<file path="src/rtl/siso_pkg.sv">
// Shared definitions for the SISO serializer controller.
//   state_t   : controller state encoding (IDLE, SHIFT, DONE)
//   cnt_width : width of a bit counter able to hold the value WIDTH
package siso_pkg;

  typedef enum logic [1:0] {
    IDLE  = 2'd0,
    SHIFT = 2'd1,
    DONE  = 2'd2
  } state_t;

  function automatic int cnt_width(input int width);
    return $clog2(width + 1);
  endfunction

endpackage

</file>
<file path="src/rtl/siso_hold_shifter.sv">
// Holding register and shift logic for the SISO serializer.
// Ports:
//   clk     : clock, rising edge
//   clear_n : asynchronous active-low reset, clears the holding register
//   load    : capture d into the holding register
//   shift   : shift one position toward the output bit, filling with 0
//   d       : parallel word to capture
//   q_bit   : current output bit (bit 0, or bit WIDTH-1 when MSB_FIRST)
module siso_hold_shifter #(
  parameter int WIDTH     = 8,
  parameter bit MSB_FIRST = 1'b0
) (
  input  logic             clk,
  input  logic             clear_n,
  input  logic             load,
  input  logic             shift,
  input  logic [WIDTH-1:0] d,
  output logic             q_bit
);

  logic [WIDTH-1:0] hold;

  // load has priority; in the controller the two are never active together.
  always_ff @(posedge clk or negedge clear_n) begin
    if (!clear_n) begin
      hold <= '0;
    end else if (load) begin
      hold <= d;
    end else if (shift) begin
      hold <= MSB_FIRST ? {hold[WIDTH-2:0], 1'b0} : {1'b0, hold[WIDTH-1:1]};
    end
  end

  assign q_bit = MSB_FIRST ? hold[WIDTH-1] : hold[0];

endmodule

</file>
<file path="src/rtl/siso_ser_ctrl.sv">
// Parallel-to-serial controller driving a downstream SISO shift register.
// Accepts a WIDTH-bit word on a valid/ready handshake, then presents it one
// bit per cycle on si with shift_en high for WIDTH cycles, followed by a
// one-cycle done pulse. abort cancels a word in flight (aborted pulse).
// Ports:
//   clk, clear_n           : clock, asynchronous active-low reset
//   load_valid, load_data  : word offered
//   load_ready             : word accepted this cycle when load_valid is high
//   abort                  : cancel the word in flight
//   shift_en, si           : clock-enable and serial bit to the shift register
//   busy                   : controller not idle
//   done, aborted          : one-cycle completion / abort-confirm pulses
module siso_ser_ctrl
  import siso_pkg::*;
#(
  parameter int WIDTH     = 8,
  parameter bit MSB_FIRST = 1'b0
) (
  input  logic             clk,
  input  logic             clear_n,
  input  logic             load_valid,
  input  logic [WIDTH-1:0] load_data,
  output logic             load_ready,
  input  logic             abort,
  output logic             shift_en,
  output logic             si,
  output logic             busy,
  output logic             done,
  output logic             aborted
);

  localparam int             CW   = cnt_width(WIDTH);
  localparam logic [CW-1:0]  LAST = CW'(WIDTH - 1);

  state_t        state;
  state_t        state_nxt;
  logic [CW-1:0] cnt;
  logic          aborted_q;
  logic          accept;
  logic          q_bit;

  assign load_ready = (state == IDLE) && !abort;
  assign accept     = load_valid && load_ready;

  always_ff @(posedge clk or negedge clear_n) begin
    if (!clear_n) begin
      state <= IDLE;
    end else begin
      state <= state_nxt;
    end
  end

  // abort is checked before the last-bit test so it wins on the final shift.
  always_comb begin
    state_nxt = state;
    case (state)
      IDLE:    if (accept) state_nxt = SHIFT;
      SHIFT: begin
        if (abort) begin
          state_nxt = IDLE;
        end else if (cnt == LAST) begin
          state_nxt = DONE;
        end
      end
      DONE:    state_nxt = IDLE;
      default: state_nxt = IDLE;
    endcase
  end

  // Counter reaches WIDTH on the last shift and then leaves SHIFT, so the
  // CW-bit register never wraps.
  always_ff @(posedge clk or negedge clear_n) begin
    if (!clear_n) begin
      cnt <= '0;
    end else if (accept) begin
      cnt <= '0;
    end else if (state == SHIFT) begin
      cnt <= cnt + 1'b1;
    end
  end

  // Confirm an abort only when a word was actually in flight.
  always_ff @(posedge clk or negedge clear_n) begin
    if (!clear_n) begin
      aborted_q <= 1'b0;
    end else begin
      aborted_q <= abort && (state != IDLE);
    end
  end

  siso_hold_shifter #(
    .WIDTH     (WIDTH),
    .MSB_FIRST (MSB_FIRST)
  ) u_hold (
    .clk     (clk),
    .clear_n (clear_n),
    .load    (accept),
    .shift   (shift_en),
    .d       (load_data),
    .q_bit   (q_bit)
  );

  assign shift_en = (state == SHIFT);
  // Gate so that si is 0 (and never X) outside the shift window.
  assign si       = shift_en & q_bit;
  assign busy     = (state != IDLE);
  assign done     = (state == DONE);
  assign aborted  = aborted_q;

endmodule

</file>
<file path="config.mk">
export PLATFORM = sky130hd
export DESIGN_NAME = siso_ser_ctrl
export DESIGN_NICKNAME = d
export VERILOG_FILES = /design/src/rtl/siso_pkg.sv /design/src/rtl/siso_hold_shifter.sv /design/src/rtl/siso_ser_ctrl.sv
export SDC_FILE = /design/constraint.sdc
export NUM_CORES = 1
export LEC_CHECK = 0
export ABC_AREA = 1
export CAP_MARGIN = 10
export CORE_UTILIZATION = 51
export DETAILED_ROUTE_END_ITERATION = 8
export MAX_ROUTING_LAYER = met4
export PLACE_DENSITY_LB_ADDON = 0.3
export SLEW_MARGIN = 20
export SYNTH_ARGS = -nofsm -noshare
export SYNTH_HDL_FRONTEND = slang
export SYNTH_SLANG_ARGS = --single-unit
</file>
<file path="constraint.sdc">
create_clock -name clk -period 1.63 [get_ports clk]
set_input_delay 0.2445 -clock clk [delete_from_list [all_inputs] [get_ports clk]]
set_output_delay 0.2445 -clock clk [all_outputs]
set_load 0.02 [all_outputs]
</file>
==> reports/qor.csv <==
stage;metric;value;unit
status;status;completed;
clock_tree;Post-CTS Setup Inserts;0;
setup_path;Crit-path slowest cell;dfrtp_1;
timing;Least-Margin Pin Slew;0.219;ns
detailed_routing;Vias/cell;5.04;
place;post-placement setup slack;-0.0747;ns
final_layout;P&R area growth vs syn;31.2;%
logic_synthesis;Mapped Cells;98;
setup_path;Critical Path Max Stage Delay;0.42;ns
timing;hold slack;0.255;ns
setup_path;Worst EP required;1.39;ns
logic_synthesis;Synth Net Count;111;
timing;Final Max Tran Viols;0;
clock_tree;root buf cell;clkbuf_4;
clock_tree;Skew-Pair Late Insertion Delay;0.29;ns
timing;Fmax achieved;652;MHz
logic_synthesis;syn avg cell area;8.02;um2
place;dpl hpwl;1200;um
setup_path;R2R setup slack;0.39;ns
timing;Setup Skew;0.00742;ns
place;GP Congestion;0.717;
power_and_ir_drop;P_leak;0.553;nW
power_and_ir_drop;sw power;0.382;mW
setup_path;crit path max fanout;4;
logic_synthesis;Synth top cells by count;32 x nand2_1, 15 x dfrtp_1, 12 x nand3_1, 11 x nor2_1, 8 x inv_1;
place;Port-buffer cells;17;
setup_path;WP data arrival;1.29;ns
place;DP Cell Count;134;
logic_synthesis;post-synthesis register bit count;15;
floorplan;row cnt;13;
flow_run;# Max-Cap Violations;0;
power_and_ir_drop;sequential power share;48.1;%
setup_path;cell breakdown of the critical path;inv_1 -> nand2_1 -> nor2_1 -> clkdlybuf4s15_1;
floorplan;die area;1700;um2
global_routing;initial antenna violation count;0;
final_layout;ANT cells;0;
clock_tree;Num CTS Buffers;3;
detailed_routing;drt pass-1 iters;4;
detailed_routing;final WL;1560;um
logic_synthesis;Post-synth EDFFs;0;
timing;endpoints failing hold;0;
setup_path;type of origin of the critical path;flip-flop;
clock_tree;clock sinks;15;
clock_tree;CTS Hold Buffers Added;0;
power_and_ir_drop;power per standard cell area;1070;nW/um2
final_layout;post-route insts no fill;138;
global_routing;gr usage total;22.3;%
detailed_routing;DRC Markers;0;
power_and_ir_drop;combinational share of power;32.5;%
power_and_ir_drop;maximum vdd drop;650;uV
timing;final worst slack;0.0972;ns
logic_synthesis;most numerous cell in the Yosys netlist;nand2_1;
detailed_routing;DR WL/cell;11.3;um
floorplan;I/O pin count;18;
floorplan;Die Ht;41.3;um
detailed_routing;DR vias;696;
worst_hold_path;HP Class;in -> async;
timing;final setup fails;0;
global_routing;first-pass GRT wire length;2350;um
detailed_routing;post-route ant nets;0;
logic_synthesis;post-synth top area cell;dfrtp_1;
floorplan;Die X;41.3;um
clock_tree;CTS tree;done;
global_routing;largest net degree at the start of global routing;16;
detailed_routing;drt first-iter violations;8;
logic_synthesis;Syn. warnings;0;
setup_path;Crit. End Element;primary output;
power_and_ir_drop;Clk network pwr share;19.5;%
logic_synthesis;Post-synth ARST share;100;%
floorplan;core area;1370;um2
power_and_ir_drop;Pint;0.721;mW
setup_path;classification of the worst setup path;reg -> out;
logic_synthesis;Seq/Total Area, Yosys;47.8;%
global_routing;Overflow after GRT;0;
final_layout;final net count;137;
clock_tree;clk slew on worst S/H paths;0.10;ns
power_and_ir_drop;Sw Share;34.6;%
clock_tree;maximum clock path buffer count;2;
floorplan;Starting Density;57.5;%
timing;min cycle time layout;1.53;ns
timing;fin crit share;94.0;%
logic_synthesis;Synth Flop Type;dfrtp_1;
timing;Rel. slew slack;85.3;%
logic_synthesis;Yosys cell types;17;
logic_synthesis;Netlist Area Pre-Place;786;um2
clock_tree;H-tree depth;1;
logic_synthesis;Yosys top cell area share;47.8;%
timing;RSZ-0062 raised after global routing;false;
final_layout;share of layout cells above drive strength 1;21.1;%
global_routing;vias in the first global route;570;
logic_synthesis;top post-synthesis cells by area;dfrtp_1 48%, nand2_1 15%, nand3_1 7.6%;
## power by group through the flow
stage | combinational [mW] | clock, mW | sequential [mW]
after global placement | 0.357 | 0 | 0.526
final | 0.358 | 0.215 | 0.530
after floorplan | 0.246 | 0 | 0.520
after global routing | 0.411 | 0.238 | 0.539
after detailed placement | 0.372 | 0 | 0.535
after CTS | 0.363 | 0.217 | 0.527
## layer usage
metal / vias to the layer above / wire length, um / GRT usage (%)
met4: 0 / 10 / 4.84
li1: 354 / - / -
met3: 2 / 68 / 4.89
met2: 19 / 778 / 38.7
met5: - / 0 / -
met1: 321 / 706 / 26.4
## sequential cells by signal, indices dropped and copies added, names as in the netlist
register	count
u_hold.hold	8
cnt	4
state	2
aborted	1
## final timing paths
kind,startpoint,end,cells after the start
max,state[1]$_DFFE_PN0P_,si,4
min in group clk,load_data[7],u_hold.hold[7]$_DFFE_PN0P_,3
min reg2reg,u_hold.hold[0]$_DFFE_PN0P_,u_hold.hold[0]$_DFFE_PN0P_,2
max reg2reg,state[0]$_DFFE_PN0P_,u_hold.hold[1]$_DFFE_PN0P_,5
min,clear_n,aborted$_DFF_PN0_,2
max in group asynchronous,clear_n,cnt[3]$_DFFE_PN0P_,2
## layout by cell type, fill, tap and decap left out, drive strengths merged
cell type,count
nand2,35
dfrtp,15
nand3,13
nor2,13
clkdlybuf4s50,12
inv,9
buf,8
o21ai,6
clkbuf,4
dlygate4sd2,3
nor3b,1
nor3,1
ha,1
clkinv,1
clkdlybuf4s15,1
## worst max-delay path: cells and delay by family (launching register included)
family	cells	cell delay, ns
buf+inv	2	0.41
simple gates	2	0.18
flops	1	0.42
## per-stage QoR
step | power, mW | utilization [%] | TNS, ns | area, um2
final | 1.10 | 75.5 | 0 | 1030
after global routing | 1.19 | 75.5 | 0 | 1030
after CTS | 1.11 | 75.6 | 0 | 1030
after detailed placement | 0.907 | 74.1 | -0.0747 | 1010
after global placement | 0.883 | 74.1 | -0.0201 | 1010
after floorplan | 0.767 | - | 0 | 786
## cells by family after synthesis
group / after synthesis / synth area share (%)
simple gates: 63 / 35.7
flops: 15 / 47.8
buf+inv: 13 / 8.76
compound gates: 6 / 6.21
fa+ha+maj: 1 / 1.59
## final cells by class
class,count,area (um2)
sequential,15,375
tap,15,18.8
clock inverter,1,5.00
timing repair buffer,25,234
inverter,9,33.8
clock buffer,3,22.5
multi-input combinational,70,342
fill,107,335
## repair_timing
action / 4_1_cts / 5_1_grt
gates resized for setup: 5 / 3
cloned: 0 / 0
setup endpoints to repair: 5 / 2
Note: power is estimated with default switching activity, not from simulation.
